`config.mk`:
```
export PLATFORM = sky130hd
export DESIGN_NAME = can_node_ctrl
export DESIGN_NICKNAME = d
export VERILOG_FILES = /design/src/rtl/can_node_ctrl.sv
export SDC_FILE = /design/constraint.sdc
export NUM_CORES = 1
export LEC_CHECK = 0
export CAP_MARGIN = 15
export CORE_MARGIN = 2
export CORE_UTILIZATION = 54
export CTS_CLUSTER_DIAMETER = 60
export DETAILED_ROUTE_END_ITERATION = 10
export HOLD_SLACK_MARGIN = 0.08
export PLACE_DENSITY_LB_ADDON = 0.1
export SLEW_MARGIN = 10
export SYNTH_ARGS = -nofsm -noshare
export SYNTH_HDL_FRONTEND = slang
export SYNTH_SLANG_ARGS = --single-unit
export TNS_END_PERCENT = 50
```
`constraint.sdc`:
```
create_clock -name clk_i -period 3.92 [get_ports clk_i]
set_input_delay 0.392 -clock clk_i [delete_from_list [all_inputs] [get_ports clk_i]]
set_output_delay 0.392 -clock clk_i [all_outputs]
set_load 0.005 [all_outputs]
```
`src/rtl/can_node_ctrl.sv`:
```
// can_node_ctrl: CAN link sequencer. It arbitrates a single CAN link between
// external rx and tx engines, holds a DEPTH-entry transmit queue, retries
// failed transmissions a bounded number of times with back-off, bounds the
// engine start handshake with a timeout, and drives the shared tx pin mux.
module can_node_ctrl #(
  parameter int ID_W        = 29,
  parameter int DEPTH       = 4,
  parameter int MAX_RETRY   = 3,
  parameter int BACKOFF_CYC = 64,
  parameter int START_TMO   = 255
) (
  input  logic                     clk_i,
  input  logic                     rst_i,
  // host enqueue side
  input  logic                     tx_wr_i,
  input  logic [ID_W-1:0]          tx_id_i,
  input  logic [3:0]               tx_dlc_i,
  input  logic [63:0]              tx_data_i,
  output logic                     tx_full_o,
  output logic [$clog2(DEPTH):0]   tx_level_o,
  output logic                     tx_overflow_o,
  output logic                     tx_done_o,
  output logic                     tx_fail_o,
  // bus and engine side
  input  logic                     bus_idle_i,
  output logic                     eng_tx_start_o,
  input  logic                     eng_tx_busy_i,
  input  logic                     eng_tx_lost_i,
  input  logic                     eng_tx_ack_i,
  output logic [ID_W-1:0]          eng_tx_id_o,
  output logic [3:0]               eng_tx_dlc_o,
  output logic [63:0]              eng_tx_data_o,
  output logic                     eng_rx_start_o,
  input  logic                     eng_rx_busy_i,
  input  logic                     eng_tx_pin_i,
  input  logic                     eng_rx_pin_i,
  output logic                     tx_o,
  output logic [2:0]               state_o
);

  localparam int PTR_W   = $clog2(DEPTH);
  localparam int LVL_W   = PTR_W + 1;
  localparam int TMR_MAX = (BACKOFF_CYC > START_TMO) ? BACKOFF_CYC : START_TMO;
  localparam int TMR_W   = ($clog2(TMR_MAX + 1) > 8) ? $clog2(TMR_MAX + 1) : 8;
  localparam int RTY_W   = ($clog2(MAX_RETRY + 1) > 1) ? $clog2(MAX_RETRY + 1) : 1;

  typedef enum logic [2:0] {
    ST_IDLE     = 3'd0,
    ST_START_RX = 3'd1,
    ST_RX       = 3'd2,
    ST_START_TX = 3'd3,
    ST_TX       = 3'd4,
    ST_BACKOFF  = 3'd5,
    ST_TMO_WAIT = 3'd6
  } state_e;

  typedef struct packed {
    logic [ID_W-1:0] id;
    logic [3:0]      dlc;
    logic [63:0]     data;
  } msg_t;

  // ---------------------------------------------------------------------
  // Transmit queue state
  // ---------------------------------------------------------------------
  msg_t             mem_q [DEPTH];
  logic [PTR_W-1:0] wr_ptr_q, rd_ptr_q;
  logic [LVL_W-1:0] level_q;
  logic             overflow_q;

  logic             q_full, q_empty, wr_en, pop;
  msg_t             head;

  // ---------------------------------------------------------------------
  // Sequencer state
  // ---------------------------------------------------------------------
  state_e           state_q;
  logic [TMR_W-1:0] timer_q;
  logic [RTY_W-1:0] retry_q;
  logic             lost_q;
  logic             tx_start_q, rx_start_q;
  logic             tx_done_q, tx_fail_q;

  logic             tmo_hit, tx_ok, attempt_fail, last_try, final_fail;

  assign q_full  = (level_q == LVL_W'(DEPTH));
  assign q_empty = (level_q == '0);
  assign wr_en   = tx_wr_i && !q_full;
  assign head    = mem_q[rd_ptr_q];

  // A zero START_TMO means the handshake may take forever.
  assign tmo_hit  = (START_TMO != 0) && (timer_q == TMR_W'(START_TMO));
  assign last_try = ((32'(retry_q) + 32'd1) == 32'(MAX_RETRY));

  // Classify the current cycle's attempt outcome.
  always_comb begin
    // NOTE: every output of a combinational block gets a default first so no
    // path through the block leaves it unassigned and infers a latch.
    tx_ok        = 1'b0;
    attempt_fail = 1'b0;
    if (state_q == ST_TX && !eng_tx_busy_i) begin
      if (eng_tx_ack_i && !lost_q) tx_ok        = 1'b1;
      else                         attempt_fail = 1'b1;
    end else if (state_q == ST_START_TX && !eng_tx_busy_i && tmo_hit) begin
      attempt_fail = 1'b1;
    end
  end

  assign final_fail = attempt_fail && last_try;
  assign pop        = (tx_ok || final_fail) && !q_empty;

  // Queue payload storage.
  // NOTE: the message array carries no reset; validity is tracked by the
  // reset pointers and level, so clearing the data would only cost logic.
  always_ff @(posedge clk_i) begin
    if (wr_en) mem_q[wr_ptr_q] <= '{id: tx_id_i, dlc: tx_dlc_i, data: tx_data_i};
  end

  // Queue pointers, occupancy and the overflow pulse.
  always_ff @(posedge clk_i or negedge rst_i) begin
    if (!rst_i) begin
      wr_ptr_q   <= '0;
      rd_ptr_q   <= '0;
      level_q    <= '0;
      overflow_q <= 1'b0;
    end else begin
      // NOTE: registers are updated with non-blocking assignments so every
      // flop samples the pre-edge values regardless of statement order.
      overflow_q <= tx_wr_i && q_full;
      if (wr_en) wr_ptr_q <= wr_ptr_q + 1'b1;
      if (pop)   rd_ptr_q <= rd_ptr_q + 1'b1;
      case ({wr_en, pop})
        2'b10:   level_q <= level_q + 1'b1;
        2'b01:   level_q <= level_q - 1'b1;
        default: level_q <= level_q;
      endcase
    end
  end

  // Link sequencer with registered start and status outputs.
  always_ff @(posedge clk_i or negedge rst_i) begin
    if (!rst_i) begin
      state_q    <= ST_IDLE;
      timer_q    <= '0;
      retry_q    <= '0;
      lost_q     <= 1'b0;
      tx_start_q <= 1'b0;
      rx_start_q <= 1'b0;
      tx_done_q  <= 1'b0;
      tx_fail_q  <= 1'b0;
    end else begin
      timer_q   <= timer_q + 1'b1;
      tx_done_q <= 1'b0;
      tx_fail_q <= 1'b0;
      case (state_q)
        ST_IDLE: begin
          timer_q <= '0;
          if (!q_empty && bus_idle_i) begin
            state_q    <= ST_START_TX;
            tx_start_q <= 1'b1;
          end else begin
            state_q    <= ST_START_RX;
            rx_start_q <= 1'b1;
          end
        end
        ST_START_RX: begin
          if (eng_rx_busy_i) begin
            state_q <= ST_RX;
            timer_q <= '0;
          end else if ((!q_empty && bus_idle_i) || tmo_hit) begin
            // Pending tx traffic on an idle bus pre-empts listening.
            state_q    <= ST_IDLE;
            rx_start_q <= 1'b0;
            timer_q    <= '0;
          end
        end
        ST_RX: begin
          if (!eng_rx_busy_i) begin
            state_q    <= ST_IDLE;
            rx_start_q <= 1'b0;
            timer_q    <= '0;
          end
        end
        ST_START_TX: begin
          if (eng_tx_busy_i) begin
            state_q    <= ST_TX;
            tx_start_q <= 1'b0;
            lost_q     <= eng_tx_lost_i;
            timer_q    <= '0;
          end else if (tmo_hit) begin
            tx_start_q <= 1'b0;
          end
        end
        ST_TX: begin
          if (eng_tx_busy_i) begin
            if (eng_tx_lost_i) lost_q <= 1'b1;
          end else if (tx_ok) begin
            state_q   <= ST_IDLE;
            tx_done_q <= 1'b1;
            retry_q   <= '0;
            timer_q   <= '0;
          end
        end
        ST_BACKOFF: begin
          if (timer_q == TMR_W'(BACKOFF_CYC - 1)) begin
            state_q <= ST_IDLE;
            timer_q <= '0;
          end
        end
        default: begin
          // TMO_WAIT is reserved and always falls straight back to IDLE.
          state_q <= ST_IDLE;
          timer_q <= '0;
        end
      endcase

      // A failed attempt either drops the head message or schedules a retry.
      if (attempt_fail) begin
        timer_q <= '0;
        if (last_try) begin
          state_q   <= ST_IDLE;
          tx_fail_q <= 1'b1;
          retry_q   <= '0;
        end else begin
          state_q <= ST_BACKOFF;
          retry_q <= retry_q + 1'b1;
        end
      end
    end
  end

  // Pin ownership follows the registered state; only the mux is combinational.
  always_comb begin
    tx_o = 1'b1;
    case (state_q)
      ST_START_TX, ST_TX: tx_o = eng_tx_pin_i;
      ST_START_RX, ST_RX: tx_o = eng_rx_pin_i;
      default:            tx_o = 1'b1;
    endcase
  end

  assign tx_full_o      = q_full;
  assign tx_level_o     = level_q;
  assign tx_overflow_o  = overflow_q;
  assign tx_done_o      = tx_done_q;
  assign tx_fail_o      = tx_fail_q;
  assign eng_tx_start_o = tx_start_q;
  assign eng_rx_start_o = rx_start_q;
  assign eng_tx_id_o    = head.id;
  assign eng_tx_dlc_o   = head.dlc;
  assign eng_tx_data_o  = head.data;
  assign state_o        = state_q;

endmodule

```
==> impl_metrics.yaml <==
outcome:
  status: "finished clean"
drt:
  routed_wirelength_um: 29200
  drc: 0
  postRouteAntennaNets: 0
  vias: 7487
  drt_pass1_iterations: 5
  via_per_inst: 5.67
  routedWlPerCell_um: 22.1
  drtIter0Drc: 575
global_routing:
  grt_pass1_vias: 7927
  grt_pass1_wl_um: 45200
  grt_antenna_before_repair: 2
  grt_max_degree: 98
  grt_overflow: 0
  grt_use_total_pct: 19.5
floorplanning:
  die_w_um: 173
  die-area_mm2: 0.0300
  pin_count: 217
  start_util_pct: 55.2
  fp.coreArea_mm2: 0.0280
  placementRows: 61
  die_y_um: 173
place:
  place_ws_ns: 1.11
  gp_congestion: 0.798
  hpwl_um: 17600
  io_buffers: 216
logic_synthesis:
  synth_area_per_cell_um2: 23.3
  synth_cell_types: 47
  synth-seq-cells: 414
  synth-edff-count: 388
  synthesis.nets: 778
  netlist_area_mm2: 0.0155
  ys.flop_type: "edfxtp_1"
  synth_common_cells: "edfxtp_1, mux4_2, dfrtp_1"
  synth.top_cell.area_share_pct: 75.3
  yosys-top-cells-area: "edfxtp_1, mux4_2, dfrtp_1, ha_1, buf_2"
  yosysSeqAreaShare_pct: 79.5
  synth.most_common_cell: "edfxtp_1"
  ys_warn_count: 0
  yosysTopAreaCell: "edfxtp_1"
  syn_inst: 664
  synthArstFlopShare_pct: 6.28
timing:
  worstMarginPinSlew_ns: 1.03
  fin_tns_setup_ns: 0
  period_minus_slack_ns: 3.17
  relSlewSlack_pct: 30.9
  rsz0062_at_grt: "false"
  finalCritPeriodShare_pct: 80.7
  fmax_mhz: 316
  holdWs_ns: 0.439
  skew_ns: 0.0162
  setup_viol: 0
  drv_slew: 0
  timing_hold_violations_final: 0
  setup_ws_ns: 0.755
finish:
  final_layout_size_suffix_gt1_share_pct: 18.9
  area_delta_synth_final_pct: 25.4
  fillers: 1791
  fin_nets: 1024
critical_path:
  crit_arrival_ns: 2.77
  startpoint: "rd_ptr_q[0]$_DFFE_PN0P_"
  r2r_start: "state_o[0]$_DFFE_PN0P_"
  cp-end-kind: "output port"
  critPathMaxFanout: 20
  r2r_slack_ns: 1.38
  reg2reg_depth: 9
  startpoint_type: "flip-flop"
  worstPathRequired_ns: 3.53
  critPathKind: "reg2out"
  r2r-end: "tx_level_o[2]$_DFFE_PN0P_"
cts:
  post_cts_resized: 0
  clk_pin_slew_worst_paths_ns: 0.06
  htreeDepth: 2
  cts_tree: "built"
  cts_root_buf: "clkbuf_16"
  cts_setup_buffers: 0
  clockBufferDepth: 3
  clkSinkCount: 414
  insertion_delay_ns: 0.53
  numCtsBuffers: 42
  cts_hold_buffers: 0
pwr:
  p_per_area_mw_per_mm2: 718
  seqPwrFrac_pct: 44.6
  p_sw_w: 0.00369
  power_frac_clock_pct: 25.6
  p_leak_nw: 6.33
  p_int_w: 0.0102
  p_sw_share_pct: 26.5
  irDropWorstVdd_uv: 456
  comb_power_share_pct: 29.8
flow_run:
  maxCapViolCount: 0
hold_path:
  min_path_type: "in2async"
[final cells by class]
class / instances / area (um2) / area share (%)
Sequential cell: 414 / 12300 / 63.4
Multi-Input combinational cell: 212 / 3010 / 15.5
Timing Repair Buffer: 228 / 2330 / 12.0
Clock buffer: 51 / 1130 / 5.80
Tap cell: 378 / 473 / 2.44
Clock inverter: 24 / 108 / 0.555
Inverter: 12 / 45.0 / 0.232
Antenna cell: 1 / 2.50 / 0.0129
[power groups by stage]
stage / registers, W / logic [W] / clock network, W
floorplan: 0.00613 / 0.00226 / 0
global placement: 0.00624 / 0.00418 / 0
detailed placement: 0.00631 / 0.00422 / 0
CTS: 0.00623 / 0.00424 / 0.00365
global route: 0.00630 / 0.00444 / 0.00384
finish: 0.00621 / 0.00415 / 0.00357
[worst max-delay path: stages, from the launching register on]
cell             delay, ns
dfrtp_4               0.70
buf_4                 0.47
mux4_2                0.56
clkdlybuf4s50_1       0.51
[worst max-delay path by stage]
stage          depth (start not counted)                         to  slack, ns
5_1_grt                                3            eng_tx_id_o[16]       0.58
6_report                               3            eng_tx_id_o[16]       0.75
4_1_cts                                3            eng_tx_id_o[16]       0.69
2_1_floorplan                          3      mem_q[0][0]$_DFFE_PP_       0.47
3_3_place_gp                           9  tx_level_o[2]$_DFFE_PN0P_       1.16
3_5_place_dp                           9  tx_level_o[2]$_DFFE_PN0P_       1.11
[metal layers]
| metal | part of all wire [%] | global-route usage [%] |
|---|---|---|
| met2 | 51 | 32.7 |
| met5 | 0.045 | 0 |
| met3 | 7.4 | 5.02 |
| met1 | 40 | 25.8 |
| met4 | 2.0 | 5.40 |
[flip-flops by register name (all words and copies together), names as in the netlist, 2 cells and up]
name / flops
retry_q: 2
wr_ptr_q: 2
timer_q: 8
tx_level_o: 3
state_o: 3
rd_ptr_q: 2
mem_q: 388
[logic make-up (layout without fill, tap and decap cells)]
family / count (synthesis) / in the layout / synth area share, %
compound gates: 30 / 30 / 1.63
flops: 414 / 414 / 79.5
other cells: 0 / 1 / 0
mux: 99 / 99 / 14.2
xor+xnor: 12 / 12 / 0.679
fa+ha+maj: 7 / 7 / 0.615
simple gates: 64 / 64 / 2.18
buf+inv: 38 / 315 / 1.13
[layout by cell type, fill, tap and decap left out, drive strengths merged, types with 2 or more instances in the layout]
cell type        n
clkinv          22
nand3            6
a32oi            2
nor2            18
inv             13
nand4            3
nand2b           4
mux2i            2
edfxtp         388
mux4            97
nor3b            2
ha               6
o31ai            3
nor3             6
o21ai           11
buf             12
dfrtp           26
nand3b           2
clkbuf          51
xnor2            6
and3             8
clkdlybuf4s50  216
a21oi            5
xor2             6
nand2            8
[per-stage QoR]
step,instance area [um2],utilization (%),instances,total power [W]
finish,19400,69.3,1320,0.0139
floorplan,15500,-,664,0.00838
detailed placement,18200,64.9,1244,0.0105
CTS,19400,69.3,1319,0.0141
global placement,18200,64.9,1244,0.0104
global route,19400,69.3,1320,0.0146
Power figures use the tool's default switching activity.
